[src/rtl/mips_ctrl_pkg.sv]
// Shared encodings for the multi-cycle MIPS controller: opcodes, functs,
// FSM states, datapath select codes and the decoded instruction class.
package mips_ctrl_pkg;

    // Opcodes (instr[31:26])
    localparam logic [5:0] OpRtype = 6'b000000;
    localparam logic [5:0] OpOri   = 6'b001101;
    localparam logic [5:0] OpLui   = 6'b001111;
    localparam logic [5:0] OpLw    = 6'b100011;
    localparam logic [5:0] OpSw    = 6'b101011;
    localparam logic [5:0] OpBeq   = 6'b000100;
    localparam logic [5:0] OpJ     = 6'b000010;
    localparam logic [5:0] OpJal   = 6'b000011;

    // R-type functs (instr[5:0])
    localparam logic [5:0] FunctAddu = 6'b100001;
    localparam logic [5:0] FunctSubu = 6'b100011;

    typedef enum logic [2:0] {
        StFetch = 3'd0,
        StDcd   = 3'd1,
        StExe   = 3'd2,
        StMem   = 3'd3,
        StAluWb = 3'd4,
        StMemWb = 3'd5,
        StTrap  = 3'd7
    } state_e;

    localparam logic [1:0] ExtZero = 2'b00;
    localparam logic [1:0] ExtSign = 2'b01;
    localparam logic [1:0] ExtHigh = 2'b10;

    localparam logic [2:0] AluAdd = 3'b000;
    localparam logic [2:0] AluSub = 3'b001;
    localparam logic [2:0] AluOr  = 3'b010;

    localparam logic [1:0] NpcPlus4  = 2'b00;
    localparam logic [1:0] NpcBranch = 2'b01;
    localparam logic [1:0] NpcJump   = 2'b10;

    localparam logic [1:0] GprRd = 2'b00;
    localparam logic [1:0] GprRt = 2'b01;
    localparam logic [1:0] GprRa = 2'b10;

    localparam logic [1:0] WdAlu = 2'b00;
    localparam logic [1:0] WdMem = 2'b01;
    localparam logic [1:0] WdPc4 = 2'b10;

    // One-hot instruction class; exactly one field is set for any Op/Funct.
    typedef struct packed {
        logic rtype_add;
        logic rtype_sub;
        logic ori;
        logic lui;
        logic lw;
        logic sw;
        logic beq;
        logic j;
        logic jal;
        logic bad;
    } iclass_t;

endpackage

[src/rtl/ctrl_decode.sv]
// Combinational Op/Funct decode into a one-hot instruction class.
module ctrl_decode
    import mips_ctrl_pkg::*;
(
    input  logic [5:0] op_i,
    input  logic [5:0] funct_i,
    output iclass_t    iclass_o
);

    // Unsupported opcodes and unsupported R-type functs both land in bad.
    always_comb begin
        iclass_o = '0;
        case (op_i)
            OpRtype: begin
                case (funct_i)
                    FunctAddu: iclass_o.rtype_add = 1'b1;
                    FunctSubu: iclass_o.rtype_sub = 1'b1;
                    default:   iclass_o.bad       = 1'b1;
                endcase
            end
            OpOri:   iclass_o.ori = 1'b1;
            OpLui:   iclass_o.lui = 1'b1;
            OpLw:    iclass_o.lw  = 1'b1;
            OpSw:    iclass_o.sw  = 1'b1;
            OpBeq:   iclass_o.beq = 1'b1;
            OpJ:     iclass_o.j   = 1'b1;
            OpJal:   iclass_o.jal = 1'b1;
            default: iclass_o.bad = 1'b1;
        endcase
    end

endmodule

[src/rtl/mips_mc_ctrl.sv]
// Multi-cycle main controller: sequences FETCH/DCD/EXE/MEM/WB and decodes
// every datapath enable and mux select from the current state and class.
module mips_mc_ctrl
    import mips_ctrl_pkg::*;
(
    input  logic       clk,
    input  logic       rst,
    input  logic [5:0] Op,
    input  logic [5:0] Funct,
    input  logic       Zero,
    output logic       PCWr,
    output logic       IRWr,
    output logic       RFWr,
    output logic       DMWr,
    output logic [1:0] EXTOp,
    output logic [2:0] ALUOp,
    output logic [1:0] NPCOp,
    output logic       BSel,
    output logic [1:0] GPRSel,
    output logic [1:0] WDSel,
    output logic       illegal,
    output logic [2:0] state
);

    iclass_t ic;
    state_e  state_q, state_d;
    logic    rtype;

    ctrl_decode u_decode (
        .op_i     (Op),
        .funct_i  (Funct),
        .iclass_o (ic)
    );

    assign rtype   = ic.rtype_add | ic.rtype_sub;
    assign state   = state_q;
    // TRAP is absorbing until reset, so the flag is sticky by construction.
    assign illegal = (state_q == StTrap);

    // State register with synchronous active-low reset.
    always_ff @(posedge clk) begin
        if (!rst) begin
            state_q <= StFetch;
        end else begin
            state_q <= state_d;
        end
    end

    // Next-state and output decode of the registered state.
    always_comb begin
        state_d = StFetch;
        PCWr    = 1'b0;
        IRWr    = 1'b0;
        RFWr    = 1'b0;
        DMWr    = 1'b0;
        EXTOp   = ExtZero;
        ALUOp   = AluAdd;
        NPCOp   = NpcPlus4;
        BSel    = 1'b0;
        GPRSel  = GprRd;
        WDSel   = WdAlu;
        case (state_q)
            StFetch: begin
                PCWr    = 1'b1;
                IRWr    = 1'b1;
                state_d = StDcd;
            end
            StDcd: begin
                if (ic.j || ic.jal) begin
                    PCWr    = 1'b1;
                    NPCOp   = NpcJump;
                    state_d = StFetch;
                    if (ic.jal) begin
                        RFWr   = 1'b1;
                        GPRSel = GprRa;
                        WDSel  = WdPc4;
                    end
                end else if (ic.bad) begin
                    state_d = StTrap;
                end else begin
                    state_d = StExe;
                end
            end
            StExe: begin
                if (ic.beq) begin
                    ALUOp   = AluSub;
                    EXTOp   = ExtSign;
                    NPCOp   = NpcBranch;
                    PCWr    = Zero;
                    state_d = StFetch;
                end else if (ic.lw || ic.sw) begin
                    BSel    = 1'b1;
                    EXTOp   = ExtSign;
                    state_d = StMem;
                end else begin
                    if (ic.ori || ic.lui) begin
                        ALUOp = AluOr;
                        BSel  = 1'b1;
                        EXTOp = ic.lui ? ExtHigh : ExtZero;
                    end else if (ic.rtype_sub) begin
                        ALUOp = AluSub;
                    end
                    state_d = StAluWb;
                end
            end
            StMem: begin
                if (ic.sw) begin
                    DMWr    = 1'b1;
                    state_d = StFetch;
                end else begin
                    state_d = StMemWb;
                end
            end
            StAluWb: begin
                RFWr    = 1'b1;
                GPRSel  = rtype ? GprRd : GprRt;
                state_d = StFetch;
            end
            StMemWb: begin
                RFWr    = 1'b1;
                WDSel   = WdMem;
                GPRSel  = GprRt;
                state_d = StFetch;
            end
            StTrap: begin
                state_d = StTrap;
            end
            default: begin
                state_d = StFetch;
            end
        endcase
    end

endmodule

[config.mk]
export PLATFORM = sky130hd
export DESIGN_NAME = mips_mc_ctrl
export DESIGN_NICKNAME = d
export VERILOG_FILES = /design/src/rtl/mips_ctrl_pkg.sv /design/src/rtl/ctrl_decode.sv /design/src/rtl/mips_mc_ctrl.sv
export SDC_FILE = /design/constraint.sdc
export NUM_CORES = 1
export LEC_CHECK = 0
export ABC_CLOCK_PERIOD_IN_PS = 2029
export CORE_MARGIN = 2
export CORE_UTILIZATION = 31
export CTS_CLUSTER_DIAMETER = 60
export DETAILED_ROUTE_END_ITERATION = 7
export GPL_ROUTABILITY_DRIVEN = 0
export PLACE_DENSITY = 0.76
export SLEW_MARGIN = 10
export SYNTH_ARGS = -nofsm -noshare
export SYNTH_HDL_FRONTEND = slang
export SYNTH_SLANG_ARGS = --single-unit
[constraint.sdc]
create_clock -name clk -period 2.03 [get_ports clk]
set_input_delay 0.5075 -clock clk [delete_from_list [all_inputs] [get_ports clk]]
set_output_delay 0.5075 -clock clk [all_outputs]
set_load 0.03 [all_outputs]
-- After elaboration in Yosys (flattened, before gate mapping)
Index checks and enable logic that the tools add are counted.
- add/sub/neg operators: 0
- $mul: 0
- div/mod/pow operators: 0
- $lt $le $gt $ge: 0
- equality and inequality tests: 15
- shifts and indexed selects: 0
- muxes and demuxes: 49
- bitwise logic cells: 1
- reductions and logical operators: 8
- operators by type and width (kind ; number):
    $mux W2 ; 13
    $eq A6 B6 Y1 const B ; 4
    $mux W1 ; 24
    $mux W3 ; 5
    $pmux W3 S5 ; 1
    $eq A6 B2 Y1 const B ; 2
    $eq A6 B4 Y1 const B ; 2
    $eq A3 B3 Y1 const B ; 3
    $pmux W2 S2 ; 2
    $reduce_or A7 Y1 ; 1
    $eq A3 B2 Y1 const B ; 2
    $eq A6 B3 Y1 const B ; 1
    $logic_not A6 Y1 ; 1
    $pmux W2 S3 ; 1
    $pmux W1 S2 ; 2
    $reduce_or A2 Y1 ; 2
    $eq A3 B1 Y1 const B ; 1
    $logic_not A3 Y1 ; 1
    $logic_or A1 B1 Y1 ; 3
    $pmux W1 S3 ; 1
    $or A1 B1 Y1 ; 1
- bits in registers: 3
- latch bits: 0
- RAM bits: 0
- bits in read-only memories: 0
- input bits: 15
- output and inout port bits: 20
- word-level logic and storage cells: 74
- memories: 0

-- Depth between registers and ports, before layout
Gate-level depths: netlist of run 1.
- depth after elaboration: 8
- depth in mapped cells: 5
- depth with buffers taken out: 4

-- Modules after synthesis
From an unflattened synthesis of run 1, not the netlist that was laid out.
- cell total of the unflattened synthesis: 85
- area, all modules: 544.3 um^2
- by module, submodules not included (module ; instances ; cells each ; area an instance (um^2)):
    mips_mc_ctrl ; 1 ; 55 ; 364.1
    ctrl_decode ; 1 ; 30 ; 180.2

-- Least setup slack after synthesis of run 1
Ideal clock, no wire load.
- path type: input to output
- from: input port Op[3]
- to: output port ALUOp[0]
- arrival time: 1.971 ns
- data required time: 1.522 ns
- setup slack: -0.449 ns
- stages on the path: 3
- path buffers: 0
- cell sequence: or3_4 or3_4 nor3_1
- cells in the longest elaborated chain, start to end: 7
- elaborated cells on any way between the ends: 19
- classes of those cells: 5 x eq/ne; 11 x mux; 3 x reduce/logical
- ends and longest elaborated chain (what ; line ; source):
    from (decl) ; mips_mc_ctrl.sv:8 ; input logic [5:0] Op,
    $logic_not A6 Y1 or $eq A6 B4 Y1 (tied branches) ; ctrl_decode.sv:13 ; case (op_i)
    $mux W2 or $mux W1 (tied branches) ; ctrl_decode.sv:13 ;
    $mux W1 or $logic_or A1 B1 Y1 (tied branches) ; mips_mc_ctrl.sv:100, mips_mc_ctrl.sv:96 ;
    $mux W2 ; mips_mc_ctrl.sv:96 ; if (ic.ori || ic.lui) begin
    $mux W2 ; mips_mc_ctrl.sv:91 ; end else if (ic.lw || ic.sw) begin
    $mux W2 * ; mips_mc_ctrl.sv:85 ; if (ic.beq) begin
    $mux W2 * ; mips_mc_ctrl.sv:62 ; case (state_q)
    to (decl) ; mips_mc_ctrl.sv:16 ; output logic [2:0] ALUOp,
Every way passes the cells marked *; elsewhere a longest branch is shown, timed or not.

-- Worst setup path after layout of run 1
- from: input port Op[5]
- to: output port PCWr
- cells in the longest elaborated chain, start to end: 5
- elaborated cells on any way between the ends: 10
- classes of those cells: 3 x eq/ne; 6 x mux; 1 x reduce/logical
- ends and longest elaborated chain (what ; line ; source):
    $eq A6 B2 Y1 ; ctrl_decode.sv:13 ;
    $mux W1 ; ctrl_decode.sv:13 ;
    $logic_or A1 B1 Y1 ; mips_mc_ctrl.sv:69 ; if (ic.j || ic.jal) begin
    $mux W1 ; mips_mc_ctrl.sv:69 ;
    $pmux W1 S3 * ; mips_mc_ctrl.sv:62 ;
    to (decl) ; mips_mc_ctrl.sv:11 ; output logic PCWr,
Marked as above.

==> impl_metrics.py, run 1 <==
metrics = {
    "outcome": {
        "status": "complete, but fails checks",
        "violations": "negative setup slack",
    },
    "final_layout": {
        "seq_area_um2": 67.6,
        "final_layout_size_suffix_gt1_share_pct": 59.3,
        "n_antenna_cell": 0,
        "multi_input_area_um2": 412,
        "area_growth_pct": 138,
        "nets": 134,
        "fillers": 97,
        "largest_reg_flops": 3,
    },
    "grt": {
        "grt_pass1_wl_um": 2880,
        "grt-ovfl-total": 0,
        "grt_start_max_net_pins": 11,
        "antenna_found_initial": 0,
        "grt_pass1_vias": 646,
        "track_usage_pct": 21.4,
    },
    "power_and_ir_drop": {
        "ir_drop_uv": 547,
        "p_sw_share_pct": 49.6,
        "p_switching_uw": 500,
        "p_leak_uw": 0.000475,
        "pwr-share-seq_pct": 16.6,
        "p_int_uw": 508,
        "power_density_mw_per_mm2": 965,
        "clockPowerShare_pct": 11.8,
        "p_comb_share_pct": 71.6,
    },
    "route": {
        "drt-initial-drc-count": 25,
        "drc": 0,
        "dr.pass1.iters": 4,
        "ant_nets": 0,
        "vias": 694,
        "vias_per_cell": 5.22,
        "drt_wl_total_um": 1820,
        "wire_per_inst_um": 13.7,
    },
    "die": {
        "die_area_mm2": 0.00173,
        "initial_core_util_pct": 33.3,
        "core_mm2": 0.00132,
        "die_h_um": 41.6,
        "ioPinCount": 35,
        "placementRows": 13,
        "die_width_um": 41.6,
    },
    "setup_path": {
        "reg2reg_setup_slack_ps": 650,
        "critPathCapture": "PCWr",
        "worstSetupStartpoint": "Op[5]",
        "crit_arrival_ps": 1810,
        "worstSetupPathType": "in2out",
        "cp-start-kind": "input port",
        "cp_common_cell": "buf_6",
        "required_ps": 1520,
        "ff2ff_path_depth": 4,
        "reg2reg_from": "state[1]$_SDFF_PN0_",
        "r2r-end": "state[0]$_SDFF_PN0_",
        "cp_max_fo": 3,
        "worstSetupEndpointType": "output port",
        "cp_slowest_stage_delay_ps": 380,
        "worst_path_max_delay_cell": "or3_4",
        "cp_cell_sequence": "buf_6 > or3_4 > buf_6 > or3_4 > nor2_4 > a211o_4 > buf_6",
    },
    "sta": {
        "hold_violations": 0,
        "finalClockSkew_ps": 3.02,
        "clock.fmax_mhz": 432,
        "period_needed_ps": 2320,
        "timing.final.ws_setup_ps": -286,
        "fin_crit_sh_pct": 114,
        "holdWs_ps": 592,
        "rsz0062_at_grt": "true",
        "finalMaxSlewViolations": 0,
        "final.setup.tns_ps": -2010,
        "setup_violations": 9,
    },
    "clock_tree": {
        "path_clk_slew_ps": 40,
        "numCtsBuffers": 3,
        "cts.htree.levels": 1,
        "cts.sink_count": 3,
        "clockRootBuffer": "clkbuf_4",
        "cts_hold_buffers": 0,
        "clock_latency_ps": 250,
        "cts_tree": "built",
        "clock_path_buffers": 2,
    },
    "yosys": {
        "ys_seq_area_share_pct": 13.7,
        "yosysWarnings": 0,
        "ys_ff_latch": 3,
        "synth_area_um2": 439,
        "avgSynthCellArea_um2": 6.97,
        "synthDistinctLibCells": 30,
        "syn-num-nets": 78,
        "syn_inst": 63,
    },
    "placed_design": {
        "portBuffers": 33,
        "hpwl_um": 1260,
        "pre_cts_ws_ps": -758,
    },
    "run": {
        "cap_violations": 0,
    },
    "worst_hold_path": {
        "holdCritPathClass": "reg2reg",
    },
}
-- per-stage QoR --
| stage | power, uW | util (%) | area (um2) | instances |
|---|---|---|---|---|
| floorplan | 568 | - | 502 | 63 |
| global placement | 824 | 68.9 | 908 | 124 |
| detailed placement | 833 | 68.9 | 908 | 124 |
| CTS | 964 | 76.8 | 1010 | 133 |
| global route | 1070 | 79.2 | 1040 | 133 |
| finish | 1010 | 79.2 | 1040 | 133 |
-- cell type report --
| cell class | count | share of cell area, % |
|---|---|---|
| multi-input combinational | 51 | 39.4 |
| tap | 15 | 1.80 |
| inverter | 6 | 2.64 |
| sequential | 3 | 6.47 |
| timing repair buffer | 54 | 47.1 |
| clock buffer | 4 | 2.52 |
-- power by group through the flow --
stage	combinational (uW)	clock, uW	sequential, uW
finish	721	119	167
global route	774	120	174
CTS	702	115	146
detailed placement	689	0	144
global placement	680	0	144
floorplan	388	0	180
-- worst max-delay path: cells and delay by family --
kind / cells / cell delay (ps)
buffers and inverters: 3 / 340
AO/OA/AOI/OAI: 1 / 130
AND/OR/NAND/NOR: 3 / 840
-- metal layers --
layer	part of all wire, %	vias up	global-route usage, %	wire (um)
met5	0	-	0	0
met1	40	326	25.9	729
met3	7.2	2	4.78	131
li1	-	335	-	-
met2	52	31	36.9	948
met4	0.82	0	7.10	15
-- synth_stat cells --
cell type	instances	area, um2
nor2_1	8	30.0
nand2_1	7	26.3
inv_1	6	22.5
a21oi_1	4	20.0
nor3_1	4	20.0
a31oi_1	3	18.8
dfxtp_1	3	60.1
a211o_1	2	17.5
and4bb_2	2	25.0
nor2b_1	2	12.5
o21ai_0	2	10.0
or3_4	2	22.5
a221oi_1	1	8.76
a31o_2	1	8.76
a41oi_1	1	8.76
and2_0	1	6.26
and2_1	1	6.26
and3_1	1	6.26
and3b_1	1	8.76
and3b_2	1	10.0
and4_1	1	8.76
buf_4	1	7.51
buf_6	1	11.3
clkbuf_2	1	5.00
conb_1	1	3.75
nand3_1	1	5.00
nor2_2	1	6.26
nor4_4	1	21.3
o211ai_2	1	12.5
or3b_2	1	8.76
-- how the worst min path moves through the flow --
stage,endpoint,depth (start not counted),slack (ps),startpoint
6_report,state[1]$_SDFF_PN0_,2,590,state[2]$_SDFF_PN0_
5_1_grt,state[1]$_SDFF_PN0_,2,620,state[2]$_SDFF_PN0_
4_1_cts,state[1]$_SDFF_PN0_,2,570,state[0]$_SDFF_PN0_
3_5_place_dp,state[1]$_SDFF_PN0_,2,540,state[0]$_SDFF_PN0_
3_3_place_gp,state[1]$_SDFF_PN0_,2,540,state[0]$_SDFF_PN0_
2_1_floorplan,state[2]$_SDFF_PN0_,2,660,rst
-- cells in the final DEF, fill, tap and decap left out, types with 2 or more instances in the layout --
| cell | count |
|---|---|
| buf_6 | 15 |
| buf_2 | 2 |
| clkdlybuf4s50_1 | 11 |
| nor2_1 | 5 |
| dlygate4sd2_1 | 3 |
| inv_4 | 2 |
| inv_1 | 4 |
| nor2_4 | 3 |
| a21oi_1 | 3 |
| a31oi_1 | 3 |
| nand2_1 | 5 |
| nor3_1 | 2 |
| dfxtp_4 | 2 |
| clkbuf_4 | 4 |
| or3_4 | 2 |
| buf_4 | 21 |
-- repair_timing --
action | in CTS | in global routing
setup buffers | 5 | 1
resized for setup | 50 | 12
pin swaps | 8 | 7
setup endpoints to repair | 16 | 12
hold endpoints to repair | 0 | 0
cloned | 0 | 0
-- cells by family after synthesis --
kind of cell           synth area share (%)
buffers and inverters                  10.5
flip-flops                             13.7
other                                 0.854
AND/OR/NAND/NOR                        51.0
AO/OA/AOI/OAI                          23.9
Note: power is estimated with default switching activity, not from simulation.
==> inputs of run 2 (changes only) <==
--- a/config.mk
+++ b/config.mk
@@ -5,13 +5,16 @@
 export SDC_FILE = /design/constraint.sdc
 export NUM_CORES = 1
 export LEC_CHECK = 0
+export ABC_AREA = 1
 export ABC_CLOCK_PERIOD_IN_PS = 2029
+export CELL_PAD_IN_SITES_DETAIL_PLACEMENT = 0
+export CELL_PAD_IN_SITES_GLOBAL_PLACEMENT = 2
 export CORE_MARGIN = 2
-export CORE_UTILIZATION = 31
+export CORE_UTILIZATION = 13
 export CTS_CLUSTER_DIAMETER = 60
 export DETAILED_ROUTE_END_ITERATION = 7
 export GPL_ROUTABILITY_DRIVEN = 0
-export PLACE_DENSITY = 0.76
+export PLACE_DENSITY_LB_ADDON = 0.1
 export SLEW_MARGIN = 10
 export SYNTH_ARGS = -nofsm -noshare
 export SYNTH_HDL_FRONTEND = slang
==> run 2 against run 1 <==
The run now ends clean. Global-route usage fell by 11 points. Combinational power is 27% lower. Synthesized cell count rose by 44%. Register-to-register slack better by 90 ps. Fmax rose by 19%. Sequential power shrank 38%. Final area rose by 13%. Critical path depth grew 1. Synthesized area up 1.7%. Clock power fell by 13%. Critical path type unchanged.
==> impl_metrics.py, run 2 <==
metrics = {
    "clock_tree": {
        "clock_latency_ps": 230,
        "clockRootBuffer": "clkbuf_4",
        "cts_hold_buffers": 0,
        "cts_tree": "built",
        "clock_path_buffers": 2,
        "cts.htree.levels": 1,
        "numCtsBuffers": 3,
        "path_clk_slew_ps": 40,
        "cts.sink_count": 3,
    },
    "die": {
        "die_width_um": 62.6,
        "initial_core_util_pct": 13.5,
        "ioPinCount": 35,
        "placementRows": 21,
        "die_h_um": 62.6,
        "core_mm2": 0.00331,
        "die_area_mm2": 0.00392,
    },
    "yosys": {
        "syn-num-nets": 106,
        "synth_area_um2": 447,
        "syn_inst": 91,
        "synth_area_leader_cell": "nor2_1",
        "yosysWarnings": 0,
        "synthTopCellsByArea": "nor2_1, nand2_1, inv_1, dfxtp_1, nand3_1",
        "synthAdderAreaFrac_pct": 0,
        "muxShareOfSynthArea_pct": 0,
        "synth_xor_area_share_pct": 0,
        "synthSimpleGateAreaFrac_pct": 58.5,
        "synth_compound_area_share_pct": 7.84,
        "ys_ff_latch": 3,
        "ys_seq_area_share_pct": 13.4,
        "yosysTopAreaCellShare_pct": 21.8,
        "synth-edff-count": 0,
        "avgSynthCellArea_um2": 4.91,
        "synth_top_family_by_area": "simple AND/OR/NAND/NOR gates",
        "synthFlopType": "dfxtp_1",
        "synth_common_cells": "nor2_1, nand2_1, inv_1, nand3_1",
        "synth.most_common_cell": "nor2_1",
        "synthArstFlopShare_pct": 0,
        "synthDistinctLibCells": 18,
    },
    "sta": {
        "finalClockSkew_ps": 3.72,
        "timing.final.ws_setup_ps": 75.7,
        "finalMaxSlewViolations": 0,
        "clock.fmax_mhz": 512,
        "setup_violations": 0,
        "period_needed_ps": 1950,
        "fin_crit_sh_pct": 96.3,
        "hold_violations": 0,
    },
    "grt": {
        "grt_util_met3_pct": 1.26,
        "grt_start_max_net_pins": 7,
        "grt-ovfl-total": 0,
        "busiest_layer": "met2",
        "met1_usage_pct": 11.9,
        "track_usage_pct": 10.1,
        "antenna_found_initial": 0,
        "grt_pass1_vias": 773,
        "met2_usage_pct": 18.3,
        "grt_pass1_wl_um": 3180,
    },
    "setup_path": {
        "reg2reg_from": "state[0]$_SDFF_PN0_",
        "worst_path_max_delay_cell": "dlygate4sd2_1",
        "cp_cell_sequence": "dlygate4sd2_1 > nor2_1 > nand2_1 > nor2_2 > nand2_2 > buf_6 > o22ai_4 > buf_6",
        "r2r-end": "state[2]$_SDFF_PN0_",
        "worstSetupEndpointType": "output port",
        "required_ps": 1520,
        "worstSetupPathType": "in2out",
        "reg2reg_setup_slack_ps": 740,
        "cp_max_fo": 2,
        "cp_slowest_stage_delay_ps": 220,
        "crit_arrival_ps": 1450,
        "cp-start-kind": "input port",
        "cp_common_cell": "buf_6",
        "ff2ff_path_depth": 8,
    },
    "run": {
        "cap_violations": 0,
    },
    "route": {
        "vias": 776,
        "vias_per_cell": 3.82,
        "wire_per_inst_um": 9.63,
        "ant_nets": 0,
        "drt-initial-drc-count": 18,
        "drc": 0,
        "dr.pass1.iters": 4,
        "drt_wl_total_um": 1960,
    },
    "power_and_ir_drop": {
        "ir_drop_uv": 198,
        "p_leak_uw": 0.000592,
        "finalPower_uw": 732,
        "power_density_mw_per_mm2": 622,
    },
    "final_layout": {
        "final_common_cell": "buf_4",
        "final_cell_mix": "buf_4, nand2_1, nor2_1",
        "fillers": 393,
        "n_antenna_cell": 0,
        "area_growth_pct": 163,
        "nets": 173,
        "seq_area_um2": 63.8,
        "largest_reg_flops": 3,
        "final_layout_size_suffix_gt1_share_pct": 56.7,
        "multi_input_area_um2": 424,
    },
    "placed_design": {
        "portBuffers": 33,
        "pre_cts_ws_ps": -636,
        "hpwl_um": 1550,
    },
    "worst_hold_path": {
        "min_from": "state[2]$_SDFF_PN0_",
        "hold_end": "state[1]$_SDFF_PN0_",
        "holdCritPathClass": "reg2reg",
        "hold_depth": 4,
    },
    "outcome": {
        "status": "completed",
    },
}
[run 2: how the worst max path moves through the flow]
stage	slack (ps)	cells after the start	start	to
global route	-4	6	state[1]$_SDFF_PN0_	ALUOp[1]
finish	80	8	Funct[4]	ALUOp[0]
CTS	9	8	Funct[4]	ALUOp[0]
floorplan	60	5	state[2]$_SDFF_PN0_	PCWr
global placement	-640	8	Op[1]	GPRSel[0]
detailed placement	-640	8	Op[4]	GPRSel[0]
[run 2: worst max-delay path: cells and delay by family]
family | cells | cell delay [ps]
AOI/OAI and AO/OA | 1 | 100
buffers and inverters | 3 | 500
and+or+nand+nor | 4 | 330
[run 2: metrics by stage]
stage	std cells	hold slack, ps	cell area (um2)	TNS [ps]	util, %
detailed placement	189	664	948	-4530	28.6
finish	203	652	1180	0	35.5
global route	203	712	1180	-7.87	35.5
floorplan	91	651	448	0	-
CTS	201	662	1140	0	34.4
global placement	189	657	948	-4960	28.6
[run 2: where the power goes]
group | switching (uW) | internal [uW]
logic | 309 | 216
registers | 24.4 | 79.9
clock network | 29.4 | 73.5
[run 2: logic make-up (layout without fill, tap and decap cells)]
kind of cell           after synthesis  in the layout
and+or+nand+nor                     59             59
buffers and inverters               22             88
AOI/OAI and AO/OA                    6              6
DFF                                  3              3
other                                1              1
[run 2: timing repair]
item / CTS / global route
resized for setup: 64 / 21
endpoints found under the setup margin: 15 / 10
buffers inserted: 8 / 2
pin swaps: 23 / 18
[run 2: area by class of cell]
type                       instances  area share [%]
tap                               46            4.89
timing repair buffer              63            44.5
multi-input combinational         66            36.1
sequential                         3            5.43
inverter                          21            6.91
clock buffer                       4            2.23
[run 2: per-layer routing]
layer | share of wire [%] | routed length [um]
met5 | 0 | 0
met4 | 1.4 | 28
met3 | 5.3 | 103
met2 | 49 | 962
met1 | 44 | 859
